--- config.mk ---
export PLATFORM = sky130hd
export DESIGN_NAME = i2c_arbiter_flat
export DESIGN_NICKNAME = d
export VERILOG_FILES = /design/src/rtl/i2c_pkg.sv /design/src/rtl/i2c_arbiter_if.sv /design/src/rtl/i2c_rr_pick.sv /design/src/rtl/i2c_arbiter.sv /design/src/flat_wrapper.sv
export SDC_FILE = /design/constraint.sdc
export NUM_CORES = 1
export LEC_CHECK = 0
export CAP_MARGIN = 20
export CORE_ASPECT_RATIO = 1.1
export CORE_MARGIN = 5
export CORE_UTILIZATION = 55
export CTS_BUF_LIST = sky130_fd_sc_hd__clkbuf_8
export DETAILED_ROUTE_END_ITERATION = 7
export PLACE_DENSITY = 0.88
export SYNTH_ARGS = -nofsm -noshare
export SYNTH_HDL_FRONTEND = slang
export SYNTH_HIERARCHICAL = 1
export SYNTH_SLANG_ARGS = --single-unit
--- constraint.sdc ---
create_clock -name clk -period 3.9 [get_ports clk]
set_input_delay 0.78 -clock clk [delete_from_list [all_inputs] [get_ports clk]]
set_output_delay 0.78 -clock clk [all_outputs]
set_load 0.02 [all_outputs]
--- src/rtl/i2c_pkg.sv ---
// Shared definitions for the two-requester I2C command arbiter.
package i2c_pkg;

    typedef enum logic [2:0] {
        IDLE,
        ISSUE,
        WAIT_BUSY,
        WAIT_DONE,
        RESP
    } state_t;

    localparam int START_CYCLES_DEF = 2;
    localparam int BUSY_TIMEOUT_DEF = 64;
    localparam int MAX_RETRY_DEF    = 1;

endpackage

--- src/rtl/i2c_arbiter_if.sv ---
// Command/status bus between the arbiter (master side) and the I2C master core (slave side).
interface i2c_arbiter_if;

    logic       m_start;
    logic [6:0] m_addr;
    logic [7:0] m_data_in;
    logic       m_rw;
    logic [7:0] m_data_out;
    logic       m_ack_error;
    logic       m_busy;

    modport master (
        output m_start, m_addr, m_data_in, m_rw,
        input  m_data_out, m_ack_error, m_busy
    );

    modport slave (
        input  m_start, m_addr, m_data_in, m_rw,
        output m_data_out, m_ack_error, m_busy
    );

endinterface

--- src/rtl/i2c_rr_pick.sv ---
// Two-way round-robin pick: when both request, the one not served last wins.
module i2c_rr_pick (
    input  logic [1:0] req,
    input  logic       last,
    output logic [1:0] grant
);

    always_comb begin
        // NOTE: default assignment first so no path leaves grant unassigned (no latch).
        grant = req;
        if (req == 2'b11) begin
            grant = last ? 2'b01 : 2'b10;
        end
    end

endmodule

--- src/rtl/i2c_arbiter.sv ---
// Arbitrates two requesters onto one I2C master core, with start pulse, busy timeout
// and a bounded number of re-issues on slave NACK.
module i2c_arbiter
    import i2c_pkg::*;
#(
    parameter int START_CYCLES = START_CYCLES_DEF,
    parameter int BUSY_TIMEOUT = BUSY_TIMEOUT_DEF,
    parameter int MAX_RETRY    = MAX_RETRY_DEF
) (
    input  logic       clk,
    input  logic       rst,
    input  logic       req0,
    input  logic       req1,
    input  logic       rw0,
    input  logic       rw1,
    input  logic [6:0] addr0,
    input  logic [6:0] addr1,
    input  logic [7:0] wdata0,
    input  logic [7:0] wdata1,
    output logic       gnt0,
    output logic       gnt1,
    output logic       done0,
    output logic       done1,
    output logic [7:0] rdata,
    output logic       err,
    output logic       timeout,
    output logic       arb_busy,
    i2c_arbiter_if.master bus
);

    state_t      state;
    logic [15:0] cnt;
    logic [7:0]  retry;
    logic        last;
    logic        sel;
    logic [7:0]  cap_data;
    logic        cap_nack;
    logic        to_flag;
    logic [1:0]  pick;

    i2c_rr_pick u_pick (
        .req   ({req1, req0}),
        .last  (last),
        .grant (pick)
    );

    assign arb_busy = (state != IDLE);

    // NOTE: all state and outputs use non-blocking assignments so every branch sees pre-edge values.
    always_ff @(posedge clk) begin
        if (!rst) begin
            state         <= IDLE;
            cnt           <= '0;
            retry         <= '0;
            last          <= 1'b1;
            sel           <= 1'b0;
            cap_data      <= '0;
            cap_nack      <= 1'b0;
            to_flag       <= 1'b0;
            gnt0          <= 1'b0;
            gnt1          <= 1'b0;
            done0         <= 1'b0;
            done1         <= 1'b0;
            rdata         <= '0;
            err           <= 1'b0;
            timeout       <= 1'b0;
            bus.m_start   <= 1'b0;
            bus.m_addr    <= '0;
            bus.m_data_in <= '0;
            bus.m_rw      <= 1'b0;
        end else begin
            gnt0  <= 1'b0;
            gnt1  <= 1'b0;
            done0 <= 1'b0;
            done1 <= 1'b0;
            case (state)
                IDLE: begin
                    if (pick != 2'b00) begin
                        gnt0          <= pick[0];
                        gnt1          <= pick[1];
                        sel           <= pick[1];
                        last          <= pick[1];
                        bus.m_rw      <= pick[1] ? rw1    : rw0;
                        bus.m_addr    <= pick[1] ? addr1  : addr0;
                        bus.m_data_in <= pick[1] ? wdata1 : wdata0;
                        bus.m_start   <= 1'b1;
                        cnt           <= '0;
                        to_flag       <= 1'b0;
                        state         <= ISSUE;
                    end
                end
                ISSUE: begin
                    if (cnt == 16'(START_CYCLES - 1)) begin
                        bus.m_start <= 1'b0;
                        cnt         <= '0;
                        state       <= WAIT_BUSY;
                    end else begin
                        cnt <= cnt + 16'd1;
                    end
                end
                WAIT_BUSY: begin
                    if (bus.m_busy) begin
                        state <= WAIT_DONE;
                    end else if (cnt == 16'(BUSY_TIMEOUT - 1)) begin
                        to_flag  <= 1'b1;
                        cap_nack <= 1'b0;
                        cap_data <= '0;
                        state    <= RESP;
                    end else begin
                        cnt <= cnt + 16'd1;
                    end
                end
                WAIT_DONE: begin
                    if (!bus.m_busy) begin
                        // A NACK re-issues the same latched command while retries remain.
                        if (bus.m_ack_error && (retry < 8'(MAX_RETRY))) begin
                            retry       <= retry + 8'd1;
                            bus.m_start <= 1'b1;
                            cnt         <= '0;
                            state       <= ISSUE;
                        end else begin
                            cap_data <= bus.m_data_out;
                            cap_nack <= bus.m_ack_error;
                            state    <= RESP;
                        end
                    end
                end
                RESP: begin
                    done0   <= ~sel;
                    done1   <= sel;
                    rdata   <= bus.m_rw ? cap_data : 8'h00;
                    err     <= cap_nack | to_flag;
                    timeout <= to_flag;
                    retry   <= '0;
                    state   <= IDLE;
                end
                default: state <= IDLE;
            endcase
        end
    end

endmodule

--- src/flat_wrapper.sv ---
// flat-port wrapper written by rule: the top's interface ports become plain ports
module i2c_arbiter_flat import i2c_pkg::*;
#(
    parameter int START_CYCLES = START_CYCLES_DEF,
    parameter int BUSY_TIMEOUT = BUSY_TIMEOUT_DEF,
    parameter int MAX_RETRY    = MAX_RETRY_DEF
)
  (clk, rst, req0, req1, rw0, rw1, addr0, addr1, wdata0, wdata1, gnt0, gnt1, done0, done1, rdata, err, timeout, arb_busy, bus_m_start, bus_m_addr, bus_m_data_in, bus_m_rw, bus_m_data_out, bus_m_ack_error, bus_m_busy);
  i2c_arbiter_if bus_i ();
  input  logic clk;
  input  logic rst;
  input  logic req0;
  input  logic req1;
  input  logic rw0;
  input  logic rw1;
  input  logic [6:0] addr0;
  input  logic [6:0] addr1;
  input  logic [7:0] wdata0;
  input  logic [7:0] wdata1;
  output logic gnt0;
  output logic gnt1;
  output logic done0;
  output logic done1;
  output logic [7:0] rdata;
  output logic err;
  output logic timeout;
  output logic arb_busy;
  output wire logic [$bits(bus_i.m_start)-1:0] bus_m_start;
  output wire logic [$bits(bus_i.m_addr)-1:0] bus_m_addr;
  output wire logic [$bits(bus_i.m_data_in)-1:0] bus_m_data_in;
  output wire logic [$bits(bus_i.m_rw)-1:0] bus_m_rw;
  input wire logic [$bits(bus_i.m_data_out)-1:0] bus_m_data_out;
  input wire logic [$bits(bus_i.m_ack_error)-1:0] bus_m_ack_error;
  input wire logic [$bits(bus_i.m_busy)-1:0] bus_m_busy;
  assign bus_m_start = bus_i.m_start;
  assign bus_m_addr = bus_i.m_addr;
  assign bus_m_data_in = bus_i.m_data_in;
  assign bus_m_rw = bus_i.m_rw;
  assign bus_i.m_data_out = bus_m_data_out;
  assign bus_i.m_ack_error = bus_m_ack_error;
  assign bus_i.m_busy = bus_m_busy;
  i2c_arbiter #(.START_CYCLES(START_CYCLES), .BUSY_TIMEOUT(BUSY_TIMEOUT), .MAX_RETRY(MAX_RETRY)) u_core (.clk(clk), .rst(rst), .req0(req0), .req1(req1), .rw0(rw0), .rw1(rw1), .addr0(addr0), .addr1(addr1), .wdata0(wdata0), .wdata1(wdata1), .gnt0(gnt0), .gnt1(gnt1), .done0(done0), .done1(done1), .rdata(rdata), .err(err), .timeout(timeout), .arb_busy(arb_busy), .bus(bus_i));
endmodule
==> results.sh <==
export IMPL_status="finished clean"
export IMPL_tightest_slew_ns=0.6158
export IMPL_async_reset_ff_share_pct=0
export IMPL_grt_pass1_wl_mm=12.76
export IMPL_die_area_mm2=0.007333
export IMPL_synth_most_common_cell="dfxtp_1"
export IMPL_fin_ws_ns=1.163
export IMPL_critPathBufInv=1
export IMPL_cts_tree="built"
export IMPL_critPathSlowestCell="clkdlybuf4s50_1"
export IMPL_p_comb_share_pct=19.0
export IMPL_io_pins=78
export IMPL_dp_hpwl_mm=5.635
export IMPL_synth_top_area_cell="dfxtp_1"
export IMPL_ys_warn_count=6
export IMPL_sw_frac_of_total_pct=27.84
export IMPL_cts_sinks=70
export IMPL_rows=28
export IMPL_core_area_mm2=0.005465
export IMPL_crit_path_start_kind="input pin"
export IMPL_cts_resized=0
export IMPL_r2r_slack_ns=1.62
export IMPL_crit_family="compound AO/OA/AOI/OAI gates"
export IMPL_p_seq_share_pct=43.9
export IMPL_postCtsSetupBuffers=0
export IMPL_rr_startpoint="u_core/cnt[0]"
export IMPL_synth_seq_cells=70
export IMPL_synth_area_mm2=0.003146
export IMPL_fin_crit_ns=2.737
export IMPL_relSlewSlack_pct=58.73
export IMPL_power_share_clock_pct=37.1
export IMPL_final_max_slew_viol_count=0
export IMPL_synth_edf_count=0
export IMPL_drt_iter0_drc=134
export IMPL_fin_crit_sh_pct=70.19
export IMPL_area_growth_pct=32.98
export IMPL_clockRootBuffer="clkbuf_8"
export IMPL_drt_pass1_iter_count=4
export IMPL_synth_top_area_share_pct=44.55
export IMPL_preCtsSetupSlack_ns=0.8000
export IMPL_critPathCaptureType="flip-flop"
export IMPL_leakagePower_nw=1.611
export IMPL_synth_commonest_cells="dfxtp_1, nor2_1, a22o_1, a211oi_1, mux2i_1"
export IMPL_clk_path_buf_depth=2
export IMPL_grt_max_degree=25
export IMPL_maxCapViolCount=0
export IMPL_synth_cells=325
export IMPL_n_fill_cell=382
export IMPL_dp_cells=462
export IMPL_routed_via_density=5.824
export IMPL_p_sw_w=0.0004942
export IMPL_r2r_end="u_core/cnt[12]"
export IMPL_initial_utilization_pct=57.55
export IMPL_insertedDiodeCount=0
export IMPL_crit_chain="clkdlybuf4s50_1, a21boi_1, nor4_1, a211oi_2, o211ai_4, and2_1, a221o_1"
export IMPL_fp_dieH_um=89.32
export IMPL_hold_buffers=0
export IMPL_irDropWorstVdd_mv=0.4438
export IMPL_rsz0062_at_grt="false"
export IMPL_crit_end="u_core/cnt[12]"
export IMPL_crit_cells=7
export IMPL_critPathMaxFanout=18
export IMPL_syn_nets=375
export IMPL_wl_mm=7.750
export IMPL_reg2reg_depth=6
export IMPL_skew_ns=0.008056
export IMPL_nets=448
export IMPL_critPathRequiredTime_ns=4.13
export IMPL_multi_input_area_mm2=0.001618
export IMPL_internal_power_w=0.001281
export IMPL_drc=0
export IMPL_max_freq_mhz=365.3
export IMPL_tns_ns=0
export IMPL_powerDensity_mw_per_mm2=424.4
export IMPL_drive_gt1_share_pct=10.42
export IMPL_final_area_mm2=0.004183
export IMPL_grt_util_all_layers_pct=22.95
export IMPL_critPathMaxStageDelay_ns=0.49
export IMPL_finalNonFillerCells=478
export IMPL_synth_cell_types=59
export IMPL_vias=2784
export IMPL_ys_seq_area_share_pct=44.55
export IMPL_synth_area_per_cell_um2=9.679
export IMPL_finalSetupViolations=0
export IMPL_io_buffers=77
export IMPL_totalPowerFinal_w=0.001775
export IMPL_clkLatencyLatePin_ns=0.35
export IMPL_grt_pass1_vias=2751
export IMPL_ant_nets=0
export IMPL_routedWlPerCell_um=16.21
export IMPL_post_dp_cell_area_mm2=0.003955
export IMPL_antenna_found_initial=0
export IMPL_hp_class="flip-flop to flip-flop"
export IMPL_regArea_mm2=0.001401
export IMPL_hold_violations=0
export IMPL_htree_levels=3
export IMPL_synth_main_ff_cell="dfxtp_1"
export IMPL_ys_top_cells_by_area="dfxtp_1, mux2i_1, a22o_1, a211oi_1, nor2_1"
export IMPL_gp_congestion=0.8938
export IMPL_path_clk_slew_ns=0.07
export IMPL_critPathLaunch="req0"
export IMPL_worstPathArrival_ns=2.97
export IMPL_grt_overflow_total=0
export IMPL_cts_buffers_inserted=9
export IMPL_crit_type="input pin to flip-flop"
export IMPL_die_w_um=82.11
==> routing by layer <==
layer / track usage [%] / wire length, um / vias up
li1: - / - / 1360
met5: 0 / 0 / -
met4: 12.08 / 197 / 0
met3: 7.661 / 603 / 22
met2: 38.65 / 3848 / 91
met1: 25.58 / 3101 / 1311
==> power groups by stage <==
stage / clock network (W) / registers, W / logic, W
floorplan: 0 / 0.000823 / 0.000164
global placement: 0 / 0.000794 / 0.000329
detailed placement: 0 / 0.000796 / 0.000337
CTS: 0.000672 / 0.000780 / 0.000339
global route: 0.000705 / 0.000785 / 0.000367
finish: 0.000659 / 0.000779 / 0.000337
==> cell families (layout without fill, tap and decap cells) <==
| group | Yosys count | in the layout | share of synthesized area (%) |
|---|---|---|---|
| adders and majority gates | 4 | 4 | 1.591 |
| and+or+nand+nor | 123 | 123 | 22.35 |
| AOI/OAI and AO/OA | 79 | 79 | 21.08 |
| buffers and inverters | 29 | 107 | 4.137 |
| xor gates and xnor gates | 2 | 2 | 0.5570 |
| DFF | 70 | 70 | 44.55 |
| muxes | 18 | 18 | 5.728 |
==> worst min path at each step <==
| stage | from | endpoint | cells after the start |
|---|---|---|---|
| 4_1_cts | u_core/sel | u_core/done0 | 1 |
| 5_1_grt | u_core/sel | u_core/done0 | 1 |
| 2_1_floorplan | u_core/sel | u_core/done0 | 1 |
| 6_report | u_core/sel | u_core/done0 | 1 |
| 3_5_place_dp | u_core/sel | u_core/done0 | 1 |
| 3_3_place_gp | u_core/sel | u_core/done0 | 1 |
==> layout by cell type (no fill, tap or decap), types with 6 or more instances in the layout <==
cell / n
clkdlybuf4s50_1: 77
dfxtp_1: 70
nor2_1: 34
a22o_1: 20
mux2i_1: 18
a211oi_1: 18
nand2_1: 14
and3_1: 13
nand3_1: 10
clkbuf_8: 9
and2_1: 9
inv_1: 8
nand2b_1: 6
nor4_1: 6
==> area by class of cell <==
| cell class | instances | share of cell area (%) |
|---|---|---|
| repair buffers | 82 | 19.32 |
| well taps | 75 | 2.243 |
| clock inverters | 7 | 2.483 |
| multi-input cells | 226 | 38.68 |
| clock buffers | 9 | 2.961 |
| inverters | 9 | 0.8077 |
| flip-flops and latches | 70 | 33.50 |
==> registers in the layout (all words and copies together), names as in the netlist, 3 cells and up <==
register / cells
u_core/bus.m_addr: 7
u_core/retry: 8
u_core/bus.m_data_in: 8
u_core/rdata: 8
u_core/state: 3
u_core/cnt: 16
u_core/cap_data: 8
==> through the flow <==
stage               utilization [%]  hold slack, ns
CTS                           76.53          0.4426
finish                        76.53          0.4385
floorplan                         -          0.4035
global route                  76.53          0.4732
global placement              72.37          0.4150
detailed placement            72.37          0.4343
(Power assumes the default switching activity.)
